==> src/rtl/sweep_pkg.sv <==
// Shared types and default sizes for the counter sweep sequencer.
package sweep_pkg;

    localparam int SWEEP_WIDTH  = 8;
    localparam int SWEEP_PCNT_W = 4;

    typedef enum logic [2:0] {
        ST_IDLE,
        ST_LOAD,
        ST_UP,
        ST_DOWN,
        ST_DONE
    } sweep_state_t;

endpackage

==> src/rtl/sweep_range_cmp.sv <==
// Every magnitude comparison the sweep needs: turn-point detection on the
// fed-back count and the sanity check of a requested configuration.
module sweep_range_cmp
    import sweep_pkg::*;
#(
    parameter int WIDTH = SWEEP_WIDTH
) (
    input  logic [WIDTH-1:0] top,
    input  logic [WIDTH-1:0] bottom,
    input  logic [WIDTH-1:0] start_pt,
    input  logic [WIDTH-1:0] count,
    output logic             at_top,
    output logic             at_bottom,
    output logic             cfg_ok
);

    assign at_top    = (count == top);
    assign at_bottom = (count == bottom);
    assign cfg_ok    = (bottom < top) && (bottom <= start_pt) && (start_pt <= top);

endmodule

==> src/rtl/sweep_controller.sv <==
// Sequencer that sweeps an external up/down counter between two turn points
// for a programmed number of periods, then pulses done.
//
// state | meaning
// IDLE  | counter held in reset, waiting for an acceptable start
// LOAD  | one cycle loading the start value into the counter
// UP    | counting up until count reaches the top bound
// DOWN  | counting down until count reaches the bottom bound
// DONE  | one-cycle done pulse, counter back in reset
module sweep_controller
    import sweep_pkg::*;
#(
    parameter int WIDTH  = SWEEP_WIDTH,
    parameter int PCNT_W = SWEEP_PCNT_W
) (
    input  logic              clk,
    input  logic              rst,
    input  logic              start,
    input  logic              abort,
    input  logic [WIDTH-1:0]  start_val,
    input  logic [WIDTH-1:0]  top_val,
    input  logic [WIDTH-1:0]  bottom_val,
    input  logic [PCNT_W-1:0] periods,
    input  logic [WIDTH-1:0]  count,
    output logic              ctr_rst,
    output logic              ctr_load,
    output logic [WIDTH-1:0]  ctr_data,
    output logic              ctr_up_down,
    output logic [WIDTH-1:0]  ctr_reset_variable,
    output logic              busy,
    output logic              done,
    output logic              err,
    output logic [PCNT_W-1:0] period_idx
);

    sweep_state_t      state;
    logic [WIDTH-1:0]  bottom_r;
    logic [PCNT_W-1:0] periods_r;

    logic [WIDTH-1:0]  cmp_top;
    logic [WIDTH-1:0]  cmp_bottom;
    logic [WIDTH-1:0]  cmp_start;
    logic              at_top;
    logic              at_bottom;
    logic              range_ok;
    logic              cfg_accept;
    logic              last_period;

    // In IDLE the comparator vets the raw request; afterwards it watches the
    // captured bounds (start and top live in ctr_data / ctr_reset_variable).
    always_comb begin
        cmp_top    = ctr_reset_variable;
        cmp_bottom = bottom_r;
        cmp_start  = ctr_data;
        if (state == ST_IDLE) begin
            cmp_top    = top_val;
            cmp_bottom = bottom_val;
            cmp_start  = start_val;
        end
    end

    sweep_range_cmp #(.WIDTH(WIDTH)) u_range_cmp (
        .top       (cmp_top),
        .bottom    (cmp_bottom),
        .start_pt  (cmp_start),
        .count     (count),
        .at_top    (at_top),
        .at_bottom (at_bottom),
        .cfg_ok    (range_ok)
    );

    assign cfg_accept  = range_ok && (periods != '0);
    assign last_period = ((period_idx + PCNT_W'(1)) == periods_r);

    // Turn-around must reach the counter in the same cycle the bound is seen.
    // On the final bottom the direction is also 1 so the count never dips below it.
    always_comb begin
        ctr_up_down = 1'b1;
        case (state)
            ST_UP:   ctr_up_down = ~at_top;
            ST_DOWN: ctr_up_down = at_bottom;
            default: ctr_up_down = 1'b1;
        endcase
    end

    always_ff @(posedge clk or negedge rst) begin
        if (!rst) begin
            state              <= ST_IDLE;
            bottom_r           <= '0;
            periods_r          <= '0;
            ctr_rst            <= 1'b1;
            ctr_load           <= 1'b0;
            ctr_data           <= '0;
            ctr_reset_variable <= '0;
            busy               <= 1'b0;
            done               <= 1'b0;
            err                <= 1'b0;
            period_idx         <= '0;
        end else begin
            ctr_load <= 1'b0;
            done     <= 1'b0;
            err      <= 1'b0;
            case (state)
                ST_IDLE: begin
                    if (start) begin
                        if (cfg_accept) begin
                            state              <= ST_LOAD;
                            ctr_data           <= start_val;
                            ctr_reset_variable <= top_val;
                            bottom_r           <= bottom_val;
                            periods_r          <= periods;
                            period_idx         <= '0;
                            ctr_rst            <= 1'b0;
                            ctr_load           <= 1'b1;
                            busy               <= 1'b1;
                        end else begin
                            err <= 1'b1;
                        end
                    end
                end
                ST_LOAD: begin
                    if (abort) begin
                        state   <= ST_IDLE;
                        ctr_rst <= 1'b1;
                        busy    <= 1'b0;
                    end else begin
                        state <= ST_UP;
                    end
                end
                ST_UP: begin
                    if (abort) begin
                        state   <= ST_IDLE;
                        ctr_rst <= 1'b1;
                        busy    <= 1'b0;
                    end else if (at_top) begin
                        state <= ST_DOWN;
                    end
                end
                ST_DOWN: begin
                    if (abort) begin
                        state   <= ST_IDLE;
                        ctr_rst <= 1'b1;
                        busy    <= 1'b0;
                    end else if (at_bottom) begin
                        period_idx <= period_idx + PCNT_W'(1);
                        if (last_period) begin
                            state   <= ST_DONE;
                            ctr_rst <= 1'b1;
                            busy    <= 1'b0;
                            done    <= 1'b1;
                        end else begin
                            state <= ST_UP;
                        end
                    end
                end
                ST_DONE: begin
                    state <= ST_IDLE;
                end
                default: begin
                    state   <= ST_IDLE;
                    ctr_rst <= 1'b1;
                    busy    <= 1'b0;
                end
            endcase
        end
    end

endmodule

==> config.mk <==
export PLATFORM = sky130hd
export DESIGN_NAME = sweep_controller
export DESIGN_NICKNAME = d
export VERILOG_FILES = /design/src/rtl/sweep_pkg.sv /design/src/rtl/sweep_range_cmp.sv /design/src/rtl/sweep_controller.sv
export SDC_FILE = /design/constraint.sdc
export NUM_CORES = 1
export LEC_CHECK = 0
export CORE_ASPECT_RATIO = 1.75
export CORE_MARGIN = 5
export CORE_UTILIZATION = 25
export CTS_CLUSTER_DIAMETER = 150
export DETAILED_ROUTE_END_ITERATION = 10
export GPL_TIMING_DRIVEN = 0
export PLACE_DENSITY = 0.46
export SYNTH_ARGS = -nofsm -noshare
export SYNTH_HDL_FRONTEND = slang
export SYNTH_SLANG_ARGS = --single-unit
==> constraint.sdc <==
create_clock -name clk -period 6.83 [get_ports clk]
set_clock_uncertainty 0.15 [all_clocks]
set_input_delay 1.366 -clock clk [delete_from_list [all_inputs] [get_ports clk]]
set_output_delay 1.366 -clock clk [all_outputs]
set_load 0.03 [all_outputs]
==> results.py <==
metrics = {
    "pwr": {
        "p_leak_uw": 0.00175,
        "peakVddDrop_mv": 0.122,
        "p_int_uw": 911,
        "power_frac_clock": 0.150,
        "p_switching_uw": 754,
        "power_density_nw_per_um2": 424,
        "comb_power_share": 0.590,
        "swShare": 0.453,
        "seqPwrFrac": 0.260,
    },
    "synth": {
        "synth_enable_flop_cells": 0,
        "synthCells": 304,
        "netlist_area_um2": 2940,
        "yosysSeqAreaShare": 0.341,
        "yosysTopAreaCell": "dfrtp_1",
        "async_reset_ff_frac": 1.00,
        "synthTopCellsByArea": "dfrtp_1 (33%), mux2_1 (9.6%), ha_1 (9.4%)",
        "yosys_warnings": 0,
        "ys_types": 59,
        "ys_ff_latch": 40,
        "synth.top_cell.area_share": 0.332,
        "synth-main-ff-cell": "dfrtp_1",
        "synth_nets": 366,
        "avgSynthCellArea_um2": 9.67,
    },
    "finish": {
        "fin_util": 0.339,
        "instances_no_fill": 513,
        "fin_nets": 439,
        "layout_commonest_cell": "clkdlybuf4s50_1",
        "syn_to_final_growth_pct": 33.6,
        "drive_gt1_frac": 0.0767,
        "antennaDiodeCount": 0,
        "most-common-layout-cells": "clkdlybuf4s50_1 (64), nand2_1 (41), dfrtp_1 (39)",
        "fill_cells": 1217,
    },
    "place": {
        "post-place-ws_ns": 1.31,
        "gp_congestion": 0.853,
        "hpwl_um": 7780,
        "portBuffers": 65,
        "dp_cells": 505,
    },
    "die": {
        "die_y_um": 153,
        "start_util": 0.254,
        "die_x_um": 92.0,
        "core_area_um2": 11600,
        "io_pins": 66,
        "rows": 52,
        "fp.dieArea_um2": 14100,
    },
    "setup_path": {
        "cp-startpoint": "count[3]",
        "crit_path_start_kind": "primary input",
        "worstPathRequired_ns": 5.31,
        "endpoint_kind": "primary output",
        "reg2reg_from": "state[0]",
        "path_max_fanout": 5,
        "worstPathArrival_ns": 3.97,
        "crit_type": "in2out",
    },
    "detailed_routing": {
        "wl_per_cell_um": 18.6,
        "drc": 0,
        "drt_pass1_iterations": 4,
        "ant_nets": 0,
        "post_drt_via_cell_ratio": 4.95,
        "drtIter0Drc": 78,
        "vias": 2537,
        "wirelength_um": 9560,
    },
    "timing": {
        "rsz0062_at_grt": "false",
        "worst_pin_slew_ns": 0.639,
        "final-setup-viol-count": 0,
        "min_period_ns": 5.49,
        "period_share": 0.803,
        "fmax_ghz": 0.182,
        "fin_setup_tns_ns": 0,
        "setup_ws_ns": 1.34,
        "slew_violations": 0,
        "max-slew-margin-rel": 0.574,
        "hold_viol_final": 0,
    },
    "clocking": {
        "cts_tree": "yes",
        "cts_inserted_buffers": 5,
        "cts_hold_buf": 0,
        "clock_latency_ns": 0.29,
        "cts_buffer_depth": 2,
        "htree_levels": 2,
        "clock_sinks": 40,
        "postCtsResizedCells": 0,
        "cts_setup_buffers": 0,
        "cts.clk_slew.worst_paths_ns": 0.06,
        "cts-root-buf": "clkbuf_16",
    },
    "global_routing": {
        "grt_pass1_vias": 2695,
        "grt_max_degree": 34,
        "grt_use_total": 0.139,
        "grt_pass1_wl_um": 15100,
        "antenna_found_initial": 0,
        "grt.overflow.total": 0,
    },
    "outcome": {
        "outcome": "finished, final reports clean",
    },
    "worst_hold_path": {
        "hp-class": "reg2reg",
        "min_from": "bottom_r[2]",
    },
    "job": {
        "cap_violations": 0,
    },
}
[worst max-delay path: stages]
cell and delay, ns:
clkdlybuf4s50_1 0.53, or2_2 0.35, a2111oi_4 0.31, nor2_1 0.15, nor4_4 0.36, nand2_1 0.10, o2111ai_1 0.11, clkdlybuf4s50_1 0.70
[power by group through the flow]
stage,clock (µW),sequential (µW),combinational (µW)
2_1_floorplan,0,534,543
3_3_place_gp,0,438,975
3_5_place_dp,0,440,991
4_1_cts,259,436,996
5_1_grt,265,447,1080
6_report,250,433,982
[cells by family after synthesis]
| family | Yosys count | synth area share |
|---|---|---|
| simple gates | 94 | 0.165 |
| compound gates | 53 | 0.139 |
| flops | 40 | 0.341 |
| mux | 39 | 0.144 |
| buf+inv | 34 | 0.0511 |
| xor+xnor | 22 | 0.0656 |
| fa+ha+maj | 22 | 0.0937 |
[final cells by class]
cell class,count,area (µm²),area share
sequential,40,1000,0.255
buffer,11,63.8,0.0162
multi-input combinational,230,1790,0.455
tap,135,169,0.0430
timing repair buffer,66,666,0.169
clock inverter,2,15.0,0.00382
inverter,23,86.3,0.0220
clock buffer,6,139,0.0354
[sequential cells by signal (all words and copies together), names as in the netlist]
signal and count:
bottom_r 8, busy 1, ctr_data 8, ctr_load 1, ctr_reset_variable 8, ctr_rst 1
done 1, err 1, period_idx 4, periods_r 4, state 3
[worst paths after layout]
kind / to / slack [ns] / cells past startpoint
setup / recovery: ctr_up_down / 1.34 / 8
hold reg to reg: bottom_r[2] / 0.34 / 1
max in group asynchronous: ctr_rst / 5.22 / 2
hold / removal: bottom_r[2] / 0.34 / 1
setup reg to reg: bottom_r[6] / 1.57 / 15
min in group asynchronous: periods_r[0] / 0.77 / 1
[stage by stage]
| stage | cell area, µm² | hold WS (ns) | power [µW] |
|---|---|---|---|
| after global placement | 3760 | 0.322 | 1410 |
| after global routing | 3930 | 0.371 | 1800 |
| after CTS | 3930 | 0.346 | 1690 |
| after detailed placement | 3770 | 0.331 | 1430 |
| after floorplan | 2940 | 0.309 | 1080 |
| final | 3930 | 0.341 | 1670 |
[synthesized netlist by cell type (2+ instances only)]
library cell	number
a211oi_1	3
a21o_1	4
a21oi_1	7
a31oi_1	4
and3_1	2
buf_1	2
buf_2	6
buf_6	2
dfrtp_1	39
ha_1	22
inv_1	23
mux2_1	25
mux2_2	2
mux2i_1	12
nand2_1	41
nand3_1	8
nand4_1	4
nor2_1	10
nor2b_1	4
nor3_1	5
nor3b_1	2
nor4_1	5
o2111ai_1	2
o21ai_0	4
o21ai_1	2
o22ai_1	6
o31ai_1	5
o41ai_1	2
xnor2_1	12
xor2_1	10
[per-layer routing]
metal,global-route usage,share of wire,up-vias
met5,0,0,-
met4,0.0631,0.031,0
met3,0.0162,0.024,13
met2,0.273,0.57,48
met1,0.143,0.37,1223
li1,-,-,1253
(Power assumes the default switching activity.)
